$ cat src/rtl/e203_tohost_mbox.sv
`default_nettype none
// +-----------------------------------------------------------------------------+
// | e203_tohost_mbox : ICB-slave tohost mailbox reporting test done/pass status |
// | Revision 1.0                                                                |
// +-----------------------------------------------------------------------------+
module e203_tohost_mbox #(
  parameter int          AW       = 12,
  parameter int unsigned DONE_CNT = 8
) (
  input  logic          clk,
  input  logic          rst_n,
  input  logic          i_icb_cmd_valid,
  output logic          i_icb_cmd_ready,
  input  logic [AW-1:0] i_icb_cmd_addr,
  input  logic          i_icb_cmd_read,
  input  logic [31:0]   i_icb_cmd_wdata,
  input  logic [3:0]    i_icb_cmd_wmask,
  output logic          i_icb_rsp_valid,
  input  logic          i_icb_rsp_ready,
  output logic [31:0]   i_icb_rsp_rdata,
  output logic          i_icb_rsp_err,
  input  logic          cmt_valid,
  output logic          test_done,
  output logic          test_pass
);

  localparam logic [2:0]  c_OFF_TOHOST    = 3'd0;
  localparam logic [2:0]  c_OFF_STATUS    = 3'd1;
  localparam logic [2:0]  c_OFF_CYCLE     = 3'd2;
  localparam logic [2:0]  c_OFF_INSTRET   = 3'd3;
  localparam logic [2:0]  c_OFF_END_CYCLE = 3'd4;
  localparam logic [2:0]  c_OFF_FIRST_VAL = 3'd5;
  localparam logic [2:0]  c_OFF_CNT       = 3'd6;
  localparam logic [2:0]  c_OFF_CTRL      = 3'd7;
  localparam logic [31:0] c_DONE_CNT      = 32'(DONE_CNT);
  localparam logic [31:0] c_CNT_MAX       = 32'hFFFF_FFFF;

  logic        r_rsp_valid;
  logic [31:0] r_rsp_rdata;
  logic        r_rsp_err;
  logic [31:0] r_tohost;
  logic [31:0] r_cycle;
  logic [31:0] r_instret;
  logic [31:0] r_end_cycle;
  logic [31:0] r_first_val;
  logic [31:0] r_tohost_cnt;
  logic        r_done;
  logic        r_first_seen;

  logic [2:0]  w_off;
  logic        w_misalign;
  logic        w_accept;
  logic        w_wr_ok;
  logic [31:0] w_wval;
  logic        w_tohost_wr;
  logic        w_clear;
  logic        w_ro_wr;
  logic        w_err;
  logic [31:0] w_cnt_nxt;
  logic        w_pass;
  logic [31:0] w_rdval;
  logic        w_unused;

  assign w_off           = i_icb_cmd_addr[4:2];
  assign w_misalign      = |i_icb_cmd_addr[1:0];
  assign i_icb_cmd_ready = ~r_rsp_valid | i_icb_rsp_ready;
  assign w_accept        = i_icb_cmd_valid & i_icb_cmd_ready;
  assign w_wr_ok         = w_accept & ~i_icb_cmd_read & ~w_misalign;
  assign w_wval          = i_icb_cmd_wdata & {{8{i_icb_cmd_wmask[3]}}, {8{i_icb_cmd_wmask[2]}},
                                              {8{i_icb_cmd_wmask[1]}}, {8{i_icb_cmd_wmask[0]}}};
  assign w_tohost_wr     = w_wr_ok & (w_off == c_OFF_TOHOST);
  assign w_clear         = w_wr_ok & (w_off == c_OFF_CTRL) & w_wval[0];
  assign w_ro_wr         = ~i_icb_cmd_read & (w_off != c_OFF_TOHOST) & (w_off != c_OFF_CTRL);
  assign w_err           = w_misalign | w_ro_wr;
  assign w_cnt_nxt       = (r_tohost_cnt == c_CNT_MAX) ? r_tohost_cnt : r_tohost_cnt + 32'd1;
  assign w_pass          = (r_first_val == 32'd1);
  assign w_unused        = ^i_icb_cmd_addr[AW-1:5];

  assign i_icb_rsp_valid = r_rsp_valid;
  assign i_icb_rsp_rdata = r_rsp_rdata;
  assign i_icb_rsp_err   = r_rsp_err;
  assign test_done       = r_done;
  assign test_pass       = r_done & w_pass;

  always_comb begin
    w_rdval = 32'd0;
    case (w_off)
      c_OFF_TOHOST:    w_rdval = r_tohost;
      c_OFF_STATUS:    w_rdval = {29'd0, r_first_seen, w_pass, r_done};
      c_OFF_CYCLE:     w_rdval = r_cycle;
      c_OFF_INSTRET:   w_rdval = r_instret;
      c_OFF_END_CYCLE: w_rdval = r_end_cycle;
      c_OFF_FIRST_VAL: w_rdval = r_first_val;
      c_OFF_CNT:       w_rdval = r_tohost_cnt;
      default:         w_rdval = 32'd0;
    endcase
  end

  // Response only advances on accept, so it holds while the master stalls.
  always_ff @(posedge clk or negedge rst_n) begin
    if (!rst_n) begin
      r_rsp_valid <= 1'b0;
      r_rsp_rdata <= 32'd0;
      r_rsp_err   <= 1'b0;
    end else if (w_accept) begin
      r_rsp_valid <= 1'b1;
      r_rsp_err   <= w_err;
      r_rsp_rdata <= (i_icb_cmd_read & ~w_misalign) ? w_rdval : 32'd0;
    end else if (i_icb_rsp_ready) begin
      r_rsp_valid <= 1'b0;
    end
  end

  always_ff @(posedge clk or negedge rst_n) begin
    if (!rst_n) begin
      r_tohost     <= 32'd0;
      r_cycle      <= 32'd0;
      r_instret    <= 32'd0;
      r_end_cycle  <= 32'd0;
      r_first_val  <= 32'd0;
      r_tohost_cnt <= 32'd0;
      r_done       <= 1'b0;
      r_first_seen <= 1'b0;
    end else if (w_clear) begin
      r_tohost     <= 32'd0;
      r_cycle      <= 32'd0;
      r_instret    <= 32'd0;
      r_end_cycle  <= 32'd0;
      r_first_val  <= 32'd0;
      r_tohost_cnt <= 32'd0;
      r_done       <= 1'b0;
      r_first_seen <= 1'b0;
    end else begin
      r_cycle <= r_cycle + 32'd1;
      // Pulse coinciding with the first write still counts: first_seen is still 0.
      if (cmt_valid && !r_first_seen) begin
        r_instret <= r_instret + 32'd1;
      end
      if (w_tohost_wr) begin
        r_tohost     <= w_wval;
        r_tohost_cnt <= w_cnt_nxt;
        if (w_cnt_nxt == c_DONE_CNT) begin
          r_done <= 1'b1;
        end
        if (!r_first_seen) begin
          r_first_seen <= 1'b1;
          r_end_cycle  <= r_cycle;
          r_first_val  <= w_wval;
        end
      end
    end
  end

endmodule
`default_nettype wire

$ cat config.mk
export PLATFORM = sky130hd
export DESIGN_NAME = e203_tohost_mbox
export DESIGN_NICKNAME = d
export VERILOG_FILES = /design/src/rtl/e203_tohost_mbox.sv
export SDC_FILE = /design/constraint.sdc
export NUM_CORES = 1
export LEC_CHECK = 0
export BUFFER_PORTS_ARGS = -buffer_cell sky130_fd_sc_hd__buf_2
export CORE_MARGIN = 10
export CORE_UTILIZATION = 40
export DETAILED_ROUTE_END_ITERATION = 6
export PLACE_DENSITY_LB_ADDON = 0.12
export SYNTH_ARGS = -nofsm -noshare
export SYNTH_HDL_FRONTEND = slang
export SYNTH_SLANG_ARGS = --single-unit
$ cat constraint.sdc
create_clock -name clk -period 4.5 [get_ports clk]
set_input_delay 0.45 -clock clk [delete_from_list [all_inputs] [get_ports clk]]
set_output_delay 0.45 -clock clk [all_outputs]
set_load 0.03 [all_outputs]
==> results of run 1 <==
-- layer usage --
layer	vias up	wire (um)	GRT usage
met4	0	399	0.03155
met5	-	0	0
met1	5151	18890	0.3158
li1	4847	-	-
met2	311	17310	0.3171
met3	39	2120	0.02430
-- power by group through the flow --
| stage | Combinational, mW | Sequential, mW | Clock, mW |
|---|---|---|---|
| 2_1_floorplan | 0.283 | 2.36 | 0 |
| 3_3_place_gp | 0.437 | 2.42 | 0 |
| 3_5_place_dp | 0.446 | 2.43 | 0 |
| 4_1_cts | 0.447 | 2.39 | 2.11 |
| 5_1_grt | 0.498 | 2.42 | 2.20 |
| 6_report | 0.442 | 2.40 | 2.07 |
-- layout make-up --
class                      count  area, um^2
inverter                       5       18.77
clock inverter                 5       53.80
timing repair buffer         112       670.6
fill                        2848       15580
multi-input combinational    983        5663
tap                          384       480.5
clock buffer                  40       764.5
sequential                   228        5705
-- state kept, by name (all words and copies together) (netlist names) --
signal,count
test_done,1
i_icb_rsp_rdata,32
r_tohost,32
r_first_seen,1
r_end_cycle,32
r_cycle,32
i_icb_rsp_valid,1
r_instret,32
r_tohost_cnt,32
r_first_val,32
i_icb_rsp_err,1
-- path summary, 6_finish.rpt --
| kind | from | endpoint | slack (ns) | depth (start not counted) |
|---|---|---|---|---|
| min in group asynchronous | rst_n | r_end_cycle[0]$_DFFE_PN0P_ | 0.55 | 2 |
| max reg2reg | r_tohost_cnt[0]$_DFFE_PN0P_ | test_done$_DFFE_PN0P_ | 1.02 | 8 |
| max in group asynchronous | rst_n | i_icb_rsp_rdata[23]$_DFFE_PN0P_ | 2.80 | 3 |
| min reg2reg | i_icb_rsp_rdata[1]$_DFFE_PN0P_ | i_icb_rsp_rdata[1]$_DFFE_PN0P_ | 0.47 | 2 |
| min | i_icb_cmd_valid | i_icb_rsp_valid$_DFFE_PN0P_ | 0.16 | 2 |
| max | r_tohost_cnt[0]$_DFFE_PN0P_ | test_done$_DFFE_PN0P_ | 1.02 | 8 |
-- cell usage after synthesis, types with 3 or more instances --
master and instances:
nor4_1 16, o41ai_1 3, a221oi_1 30, ha_1 3
nand2_1 221, and2_1 7, nor2_1 104, a31oi_1 16
a221o_1 21, nand2b_1 3, o22ai_1 3, xor2_1 41
buf_2 13, o31ai_1 11, nand3_1 103, or4_1 6
buf_4 3, a211oi_1 4, and4b_1 3, a21oi_1 111
buf_1 4, dfrtp_1 228, clkbuf_1 94, inv_1 4
nor2b_1 6, or3_1 8, nor4b_1 4, xnor2_1 28
and4_1 11, nand4_1 28, a22o_1 26, and3_1 11
nor3b_1 3, o21ai_0 77, a22oi_1 24, nor3_1 19
-- metrics by stage --
step,total power [mW],std cells,setup WS [ns]
floorplan,2.646,1332,1.478
global placement,2.861,1711,1.157
detailed placement,2.871,1711,1.091
CTS,4.950,1757,1.053
global route,5.122,1757,0.7530
finish,4.914,1757,1.024
-- cell families (layout without fill, tap and decap cells) --
kind of cell | count (synthesis) | in the layout
AND/OR/NAND/NOR | 567 | 567
AO/OA/AOI/OAI | 340 | 340
flip-flops | 228 | 228
buffers and inverters | 121 | 162
XOR/XNOR | 69 | 69
multiplexers | 4 | 4
adder cells (fa/ha/maj) | 3 | 3
-- placed cells by master, fill, tap and decap left out, drive strengths merged, types with 5 or more instances in the layout --
cell / n
buf: 111
nand4: 30
a221o: 21
nor3: 19
nor2b: 6
a22oi: 24
xor2: 41
o21ai: 77
and2: 8
a211oi: 5
and3: 11
o31ai: 11
dfrtp: 228
nand2: 221
inv: 5
clkbuf: 40
or3: 8
nor4: 18
a221oi: 30
xnor2: 28
a21oi: 111
a22o: 26
and4: 11
nand3: 103
or4: 7
nor2: 104
a31oi: 16
==> run_results.csv, run 1 <==
group,metric,value,unit
synth,synth_area_leaders,"dfrtp_1, nand2_1, a21oi_1, nand3_1, nor2_1",
floorplan,start_util,0.4086,
synth,synthesis.area,0.01182,mm^2
grt,gr-usage-all-layers,0.2086,
grt,grt_max_degree,163,
synth,synth_top_cell_by_area,"dfrtp_1",
route,drc,0,
layout,final_area,0.01336,mm^2
layout,fin_util,0.4616,
route,drtIter0Drc,1157,
power,power_frac_comb,0.090,
clocking,cts_resized,0,
synth,synth-seq-cells,228,
timing,finalSetupTns,0,ns
route,dr.pass1.iters,6,
floorplan,die_height,191.9,um
grt,first_global_vias,9901,
worst_setup_path,cp_num_buf_inv,1,
timing,min_period,3.476,ns
worst_setup_path,critPathArrivalTime,3.91,ns
worst_setup_path,cp.required,4.93,ns
synth,synth_nets,1389,
power,p_switching,1.323,mW
floorplan,dieWidth,191.9,um
synth,synth_top_flop_cell,"dfrtp_1",
grt,grt_pass1_wl,61.24,mm
floorplan,dieArea,0.03683,mm^2
synth,synthCells,1332,
timing,hold_viol_final,0,
clocking,cts_sinks,228,
timing,worstMarginPinSlew,0.9695,ns
timing,max_freq,0.2877,GHz
synth,synth_mux_area_frac,0.003598,
synth,yosys.area_share.simple,0.2295,
floorplan,fp-row-count,62,
layout,nNetsFinal,1414,
place,place_area,0.01253,mm^2
grt,antenna_found_initial,0,
clocking,clkTransAtPathRegs,0.06,ns
timing,hold_ws,0.1552,ns
synth,synth-seq-area-share,0.4826,
worst_setup_path,crit_path_cell_trace,"ha_1 > inv_2 > or4_4 > a2111oi_0 > xnor2_1 > nand4_1 > or4_1 > o32ai_2",
power,clockPowerShare,0.422,
synth,yosysWarnings,0,
place,gp_congestion,0.9061,
grt,grt_overflow,0,
power,power_density,367.9,mW/mm^2
clocking,htreeDepth,1,
route,drtAntennaViolNets,0,
place,io_buffers,83,
synth,synth-compound-area-share,0.1885,
run,max_cap_viol_count,0,
timing,rsz0062_at_grt,"false",
power,p_sw_frac,0.2693,
synth,synth_adder_area_share,0.003175,
hold_path,hp-class,"in2reg",
synth,synth_top_area_frac,0.4826,
route,vias,10348,
synth,synth.distinct_cells,61,
clocking,postCtsHoldBufs,1,
timing,relSlewSlack,0.3537,
timing,finClkSkew,0.009554,ns
route,wirelength,38.72,mm
power,leakage,5.733,nW
worst_setup_path,slowest_stage,"a2111oi_0",
power,ir_drop,246.3,uV
clocking,clk_latency,0.53,ns
outcome,status,"complete, no violations",
floorplan,io_pins,91,
worst_setup_path,critPathTopFamily,"simple AND/OR/NAND/NOR gates",
clocking,tritoncts,"yes",
worst_setup_path,worst_setup_path_end_kind,"flop",
synth,synth_edf_count,0,
layout,diodes,0,
timing,setup_violations,0,
clocking,cts_setup_buffers,0,
worst_setup_path,cp_max_fo,10,
route,vias_per_cell,5.890,
power,intPower,3.591,mW
synth,async_reset_ff_frac,1.000,
worst_setup_path,max_stage_delay,0.70,ns
worst_setup_path,worstSetupStartpointType,"flop",
timing,slew_violations,0,
layout,syn_to_final_growth,12.98,%
clocking,cts_root_buffer,"clkbuf_16",
synth,syn_avg_cell_area,8.876,um^2
clocking,cts_inserted_buffers,27,
timing,finalCritPeriodShare,0.7724,
synth,synth_top_family_by_area,"simple AND/OR/NAND/NOR gates",
floorplan,core,0.02894,mm^2
place,dpl.hpwl,25.10,mm
clocking,clock_path_buffers,3,
worst_setup_path,crit_type,"reg2reg",
synth,synth_xor_xnor_area_share,0.05112,
power,seqPwrFrac,0.488,
layout,drive_gt1_frac,0.1209,
route,wl_per_cell,22.04,um
Power figures use the tool's default switching activity.
==> inputs of run 2 (changes only) <==
==> constraint.sdc (replaced) <==
create_clock -name clk -period 3.2 [get_ports clk]
set_input_delay 0.32 -clock clk [delete_from_list [all_inputs] [get_ports clk]]
set_output_delay 0.32 -clock clk [all_outputs]
set_load 0.03 [all_outputs]
==> run 2 against run 1 <==
Flip-flop and latch count did not move. First-iteration DRC count down 23%. Sequential share of layout area fell by 1.5 points. Critical path type unchanged. Global-route usage increased by 0.78 points. Non-clock buffer count increased by 48. Largest power group unchanged. Clock power rose by 53%.
==> run_results.csv, run 2 (same netlist as run 1, synthesis figures left out) <==
group,metric,value,unit
clocking,clock_path_buffers,3,
route,wirelength,40.20,mm
clocking,cts_inserted_buffers,27,
clocking,clkTransAtPathRegs,0.06,ns
hold_path,hold_depth,3,
clocking,cts_setup_buffers,0,
floorplan,start_util,0.4086,
worst_setup_path,reg2reg_depth,8,
route,vias_per_cell,5.860,
layout,final_cell_mix,"dfrtp_1, nand2_1, a21oi_1",
grt,gr-usage-all-layers,0.2164,
floorplan,io_pins,91,
power,power_density,522.3,mW/mm^2
power,leakage,6.042,nW
grt,grt_overflow,0,
place,io_buffers,83,
outcome,status,"complete, no violations",
timing,max_freq,0.3299,GHz
clocking,cts_sinks,228,
timing,finalSetupTns,0,ns
clocking,htreeDepth,1,
worst_setup_path,cp_max_fo,10,
layout,syn_to_final_growth,17.12,%
route,wl_per_cell,22.23,um
worst_setup_path,cp.required,3.66,ns
layout,nNetsFinal,1462,
layout,finalNonFillerCells,1808,
worst_setup_path,reg2reg_slack,0.17,ns
floorplan,dieWidth,191.9,um
power,power,7.232,mW
floorplan,die_height,191.9,um
hold_path,hp-class,"in2reg",
grt,grt_max_degree,163,
clocking,cts_root_buffer,"clkbuf_16",
worst_setup_path,critPathArrivalTime,3.49,ns
grt,antenna_found_initial,0,
timing,relSlewSlack,0.3729,
route,dr.pass1.iters,5,
timing,hold_viol_final,0,
worst_setup_path,rr_startpoint,"r_tohost_cnt[0]$_DFFE_PN0P_",
route,drtIter0Drc,895,
place,dpl.hpwl,26.73,mm
layout,diodes,0,
timing,min_period,3.031,ns
layout,final_common_cell,"dfrtp_1",
worst_setup_path,crit_type,"reg2reg",
power,ir_drop,352.3,uV
clocking,tritoncts,"yes",
floorplan,dieArea,0.03683,mm^2
run,max_cap_viol_count,0,
floorplan,core,0.02894,mm^2
route,drc,0,
timing,rsz0062_at_grt,"false",
clocking,clk_latency,0.55,ns
worst_setup_path,worstSetupStartpointType,"flop",
timing,finClkSkew,0.01437,ns
hold_path,hp-start,"i_icb_cmd_wdata[17]",
grt,grt_pass1_wl,62.76,mm
grt,first_global_vias,10374,
route,vias,10594,
timing,finalCritPeriodShare,0.9473,
layout,drive_gt1_frac,0.1552,
place,dp_cells,1758,
hold_path,hold_end,"r_first_val[17]$_DFFE_PN0P_",
worst_setup_path,worst_setup_path_end_kind,"flop",
timing,setup_violations,0,
route,drtAntennaViolNets,0,
timing,worstMarginPinSlew,0.9407,ns
worst_setup_path,r2r_end,"test_done$_DFFE_PN0P_",
place,gp_congestion,0.9212,
timing,slew_violations,0,
floorplan,fp-row-count,62,
## run 2: power breakdown
part / internal [mW] / switching, mW / total (mW)
clock network: 1.91 / 1.26 / 3.16
registers: 3.09 / 0.245 / 3.34
logic: 0.287 / 0.445 / 0.732
total: 5.29 / 1.95 / 7.23
## run 2: timing repair
| item | in CTS | in global routing |
|---|---|---|
| gates resized for setup | 0 | 1 |
| endpoints found under the hold margin | 65 | 0 |
| setup endpoints to repair | 0 | 1 |
| hold buffers | 2 | 0 |
## run 2: worst max-delay path by stage
stage	from	end	slack, ns	depth (start not counted)
detailed placement	r_tohost_cnt[23]$_DFFE_PN0P_	test_done$_DFFE_PN0P_	0.14	7
finish	r_tohost_cnt[0]$_DFFE_PN0P_	test_done$_DFFE_PN0P_	0.17	8
floorplan	r_tohost_cnt[0]$_DFFE_PN0P_	test_done$_DFFE_PN0P_	0.18	9
global placement	r_tohost_cnt[23]$_DFFE_PN0P_	test_done$_DFFE_PN0P_	0.14	7
global route	r_tohost_cnt[0]$_DFFE_PN0P_	test_done$_DFFE_PN0P_	0.02	9
CTS	r_tohost_cnt[23]$_DFFE_PN0P_	test_done$_DFFE_PN0P_	0.09	7
## run 2: cell type report
| type | count | area (um^2) |
|---|---|---|
| fillers | 2811 | 15090 |
| well taps | 384 | 480.5 |
| flip-flops and latches | 228 | 5705 |
| clock buffers | 41 | 818.3 |
| clock inverters | 7 | 87.58 |
| multi-input cells | 983 | 5665 |
| inverters | 5 | 18.77 |
| repair buffers | 160 | 1071 |
## run 2: per-layer routing
metal | vias to the layer above | global-route usage | part of all wire
met5 | - | 0 | 0
met4 | 0 | 0.04627 | 0.017
met3 | 43 | 0.04298 | 0.067
met2 | 306 | 0.3267 | 0.45
met1 | 5317 | 0.3133 | 0.47
li1 | 4928 | - | -
## run 2: worst max-delay path: stages (launching register included)
cell and delay [ns]:
dfrtp_1 0.46, ha_1 0.23, inv_2 0.08, or4_4 0.65, o311ai_4 0.36, xor2_1 0.24
nand4_1 0.16, or4_1 0.56, o32ai_2 0.20
## run 2: through the flow
stage / cell area (um^2) / hold slack (ns) / setup slack [ns] / util
global placement: 12920 / 0.3310 / 0.1411 / 0.4464
floorplan: 11820 / 0.02441 / 0.1777 / -
detailed placement: 12920 / 0.3356 / 0.1405 / 0.4464
global route: 13850 / 0.03629 / 0.01771 / 0.4786
finish: 13850 / 0.03959 / 0.1685 / 0.4786
CTS: 13840 / 0.03130 / 0.08697 / 0.4784
==> inputs of run 3 (changes only) <==
==> constraint.sdc (replaced) <==
create_clock -name clk -period 3.2 [get_ports clk]
set_input_delay 0.64 -clock clk [delete_from_list [all_inputs] [get_ports clk]]
set_output_delay 0.64 -clock clk [all_outputs]
set_load 0.03 [all_outputs]
==> run 3 against run 2 <==
Hold slack better by 0.045 ns. Flip-flop and latch count unchanged. Die area unchanged. Register-to-register slack hardly changed. Cell count is 0.22% higher.
==> run_results.csv, run 3 (same netlist as run 1, synthesis figures left out) <==
group,metric,value,unit
worst_setup_path,critPathArrivalTime,2.47,ns
timing,hold_viol_final,0,
timing,setup_violations,0,
worst_setup_path,rr_startpoint,"r_tohost_cnt[0]$_DFFE_PN0P_",
layout,syn_to_final_growth,17.78,%
timing,min_period,3.108,ns
clocking,cts_sinks,228,
layout,diodes,0,
route,vias_per_cell,5.855,
clocking,clkTransAtPathRegs,0.06,ns
clocking,clk_latency,0.54,ns
timing,max_freq,0.3218,GHz
layout,nNetsFinal,1469,
route,drtAntennaViolNets,0,
floorplan,io_pins,91,
floorplan,fp-row-count,62,
power,power,7.135,mW
route,drtIter0Drc,972,
timing,worstMarginPinSlew,0.8770,ns
clocking,cts_root_buffer,"clkbuf_16",
timing,slew_violations,0,
clocking,clock_path_buffers,3,
power,power_density,512.4,mW/mm^2
floorplan,die_height,191.9,um
clocking,postCtsHoldBufs,0,
timing,relSlewSlack,0.4153,
timing,rsz0062_at_grt,"false",
timing,finalSetupTns,0,ns
worst_setup_path,critPathTopFamily,"simple AND/OR/NAND/NOR gates",
worst_setup_path,cp_num_buf_inv,1,
clocking,cts_inserted_buffers,27,
route,wirelength,39.76,mm
layout,regArea,0.005705,mm^2
place,dpl.hpwl,26.72,mm
floorplan,start_util,0.4086,
worst_setup_path,slowest_stage,"nor4_1",
grt,gr-usage-all-layers,0.2147,
route,wl_per_cell,21.94,um
power,leakage,6.074,nW
layout,drive_gt1_frac,0.1583,
layout,final_common_cell,"dfrtp_1",
worst_setup_path,cp.required,2.56,ns
clocking,cts_setup_buffers,0,
worst_setup_path,worstSetupStartpointType,"flop",
worst_setup_path,crit_path_cell_trace,"nor4_1 > nand4_1 > nor3_1 > buf_2",
place,io_buffers,83,
hold_path,hp-class,"in2async",
timing,finalCritPeriodShare,0.9711,
floorplan,dieWidth,191.9,um
grt,grt_pass1_wl,62.41,mm
route,vias,10610,
worst_setup_path,crit_type,"reg2out",
worst_setup_path,worst_setup_path_end_kind,"output pin",
layout,nFillCells,2801,
floorplan,dieArea,0.03683,mm^2
timing,finClkSkew,0.009306,ns
route,drc,0,
worst_setup_path,cp_max_fo,3,
worst_setup_path,max_stage_delay,0.62,ns
outcome,status,"complete, no violations",
grt,first_global_vias,10471,
clocking,htreeDepth,1,
route,dr.pass1.iters,5,
layout,final_cell_mix,"dfrtp_1, nand2_1, a21oi_1",
clocking,tritoncts,"yes",
layout,multi_input_area,0.005672,mm^2
grt,grt_max_degree,79,
run,max_cap_viol_count,0,
floorplan,core,0.02894,mm^2
grt,antenna_found_initial,0,
power,ir_drop,287.3,uV
place,gp_congestion,0.8986,
worst_setup_path,crit_path_start,"r_first_val[14]$_DFFE_PN0P_",
grt,grt_overflow,0,
==> run 3: per-stage QoR <==
step,worst slack [ns],hold WS (ns),util,instance area [um^2],cells
finish,0.09234,0.08488,0.4812,13920,1812
floorplan,0.1777,0.3444,-,11820,1332
global route,0.07985,0.1178,0.4812,13920,1812
CTS,0.1758,0.1088,0.4811,13920,1812
detailed placement,0.2135,0.4648,0.4504,13030,1767
global placement,0.2255,0.4589,0.4504,13030,1767
==> run 3: routing by layer <==
metal | GRT usage | vias to the layer above | share of wire
met4 | 0.04597 | 0 | 0.018
met5 | 0 | - | 0
met2 | 0.3219 | 311 | 0.44
li1 | - | 4964 | -
met1 | 0.3178 | 5289 | 0.49
met3 | 0.03428 | 46 | 0.061
==> run 3: path summary, 6_finish.rpt <==
path,endpoint,cells after the start,slack (ns)
max,test_pass,4,0.09
min,r_end_cycle[2]$_DFFE_PN0P_,1,0.08
max reg2reg,test_done$_DFFE_PN0P_,9,0.16
min reg2reg,i_icb_rsp_rdata[16]$_DFFE_PN0P_,2,0.47
max in group asynchronous,r_cycle[20]$_DFF_PN0_,2,2.30
min in group clk,i_icb_rsp_valid$_DFFE_PN0P_,2,0.34
==> run 3: worst register-to-register path: cells and delay by family (launching register included) <==
| family | cells | cell delay [ns] |
|---|---|---|
| xor gates and xnor gates | 1 | 0.11 |
| AOI/OAI and AO/OA | 1 | 0.21 |
| buffers and inverters | 2 | 0.26 |
| adders and majority gates | 1 | 0.24 |
| DFF | 1 | 0.48 |
| and+or+nand+nor | 4 | 1.65 |
==> run 3: timing repair <==
item / in CTS / in global routing
gates resized for setup: 1 / 1
pin swaps: 0 / 0
endpoints found under the setup margin: 1 / 1
==> run 3: final cells by class <==
| class | count | share of cell area |
|---|---|---|
| flip-flops and latches | 228 | 0.4097 |
| multi-input cells | 983 | 0.4073 |
| repair buffers | 167 | 0.08392 |
| clock buffers | 42 | 0.05832 |
| well taps | 384 | 0.03450 |
| clock inverters | 3 | 0.004852 |
| inverters | 5 | 0.001348 |
==> run 3: power breakdown <==
part,leakage [nW],internal [mW],total [mW],switching (mW)
logic,2.53,0.266,0.657,0.392
clock network,0.427,1.88,3.10,1.22
registers,3.12,3.09,3.38,0.288
total,6.07,5.24,7.14,1.90
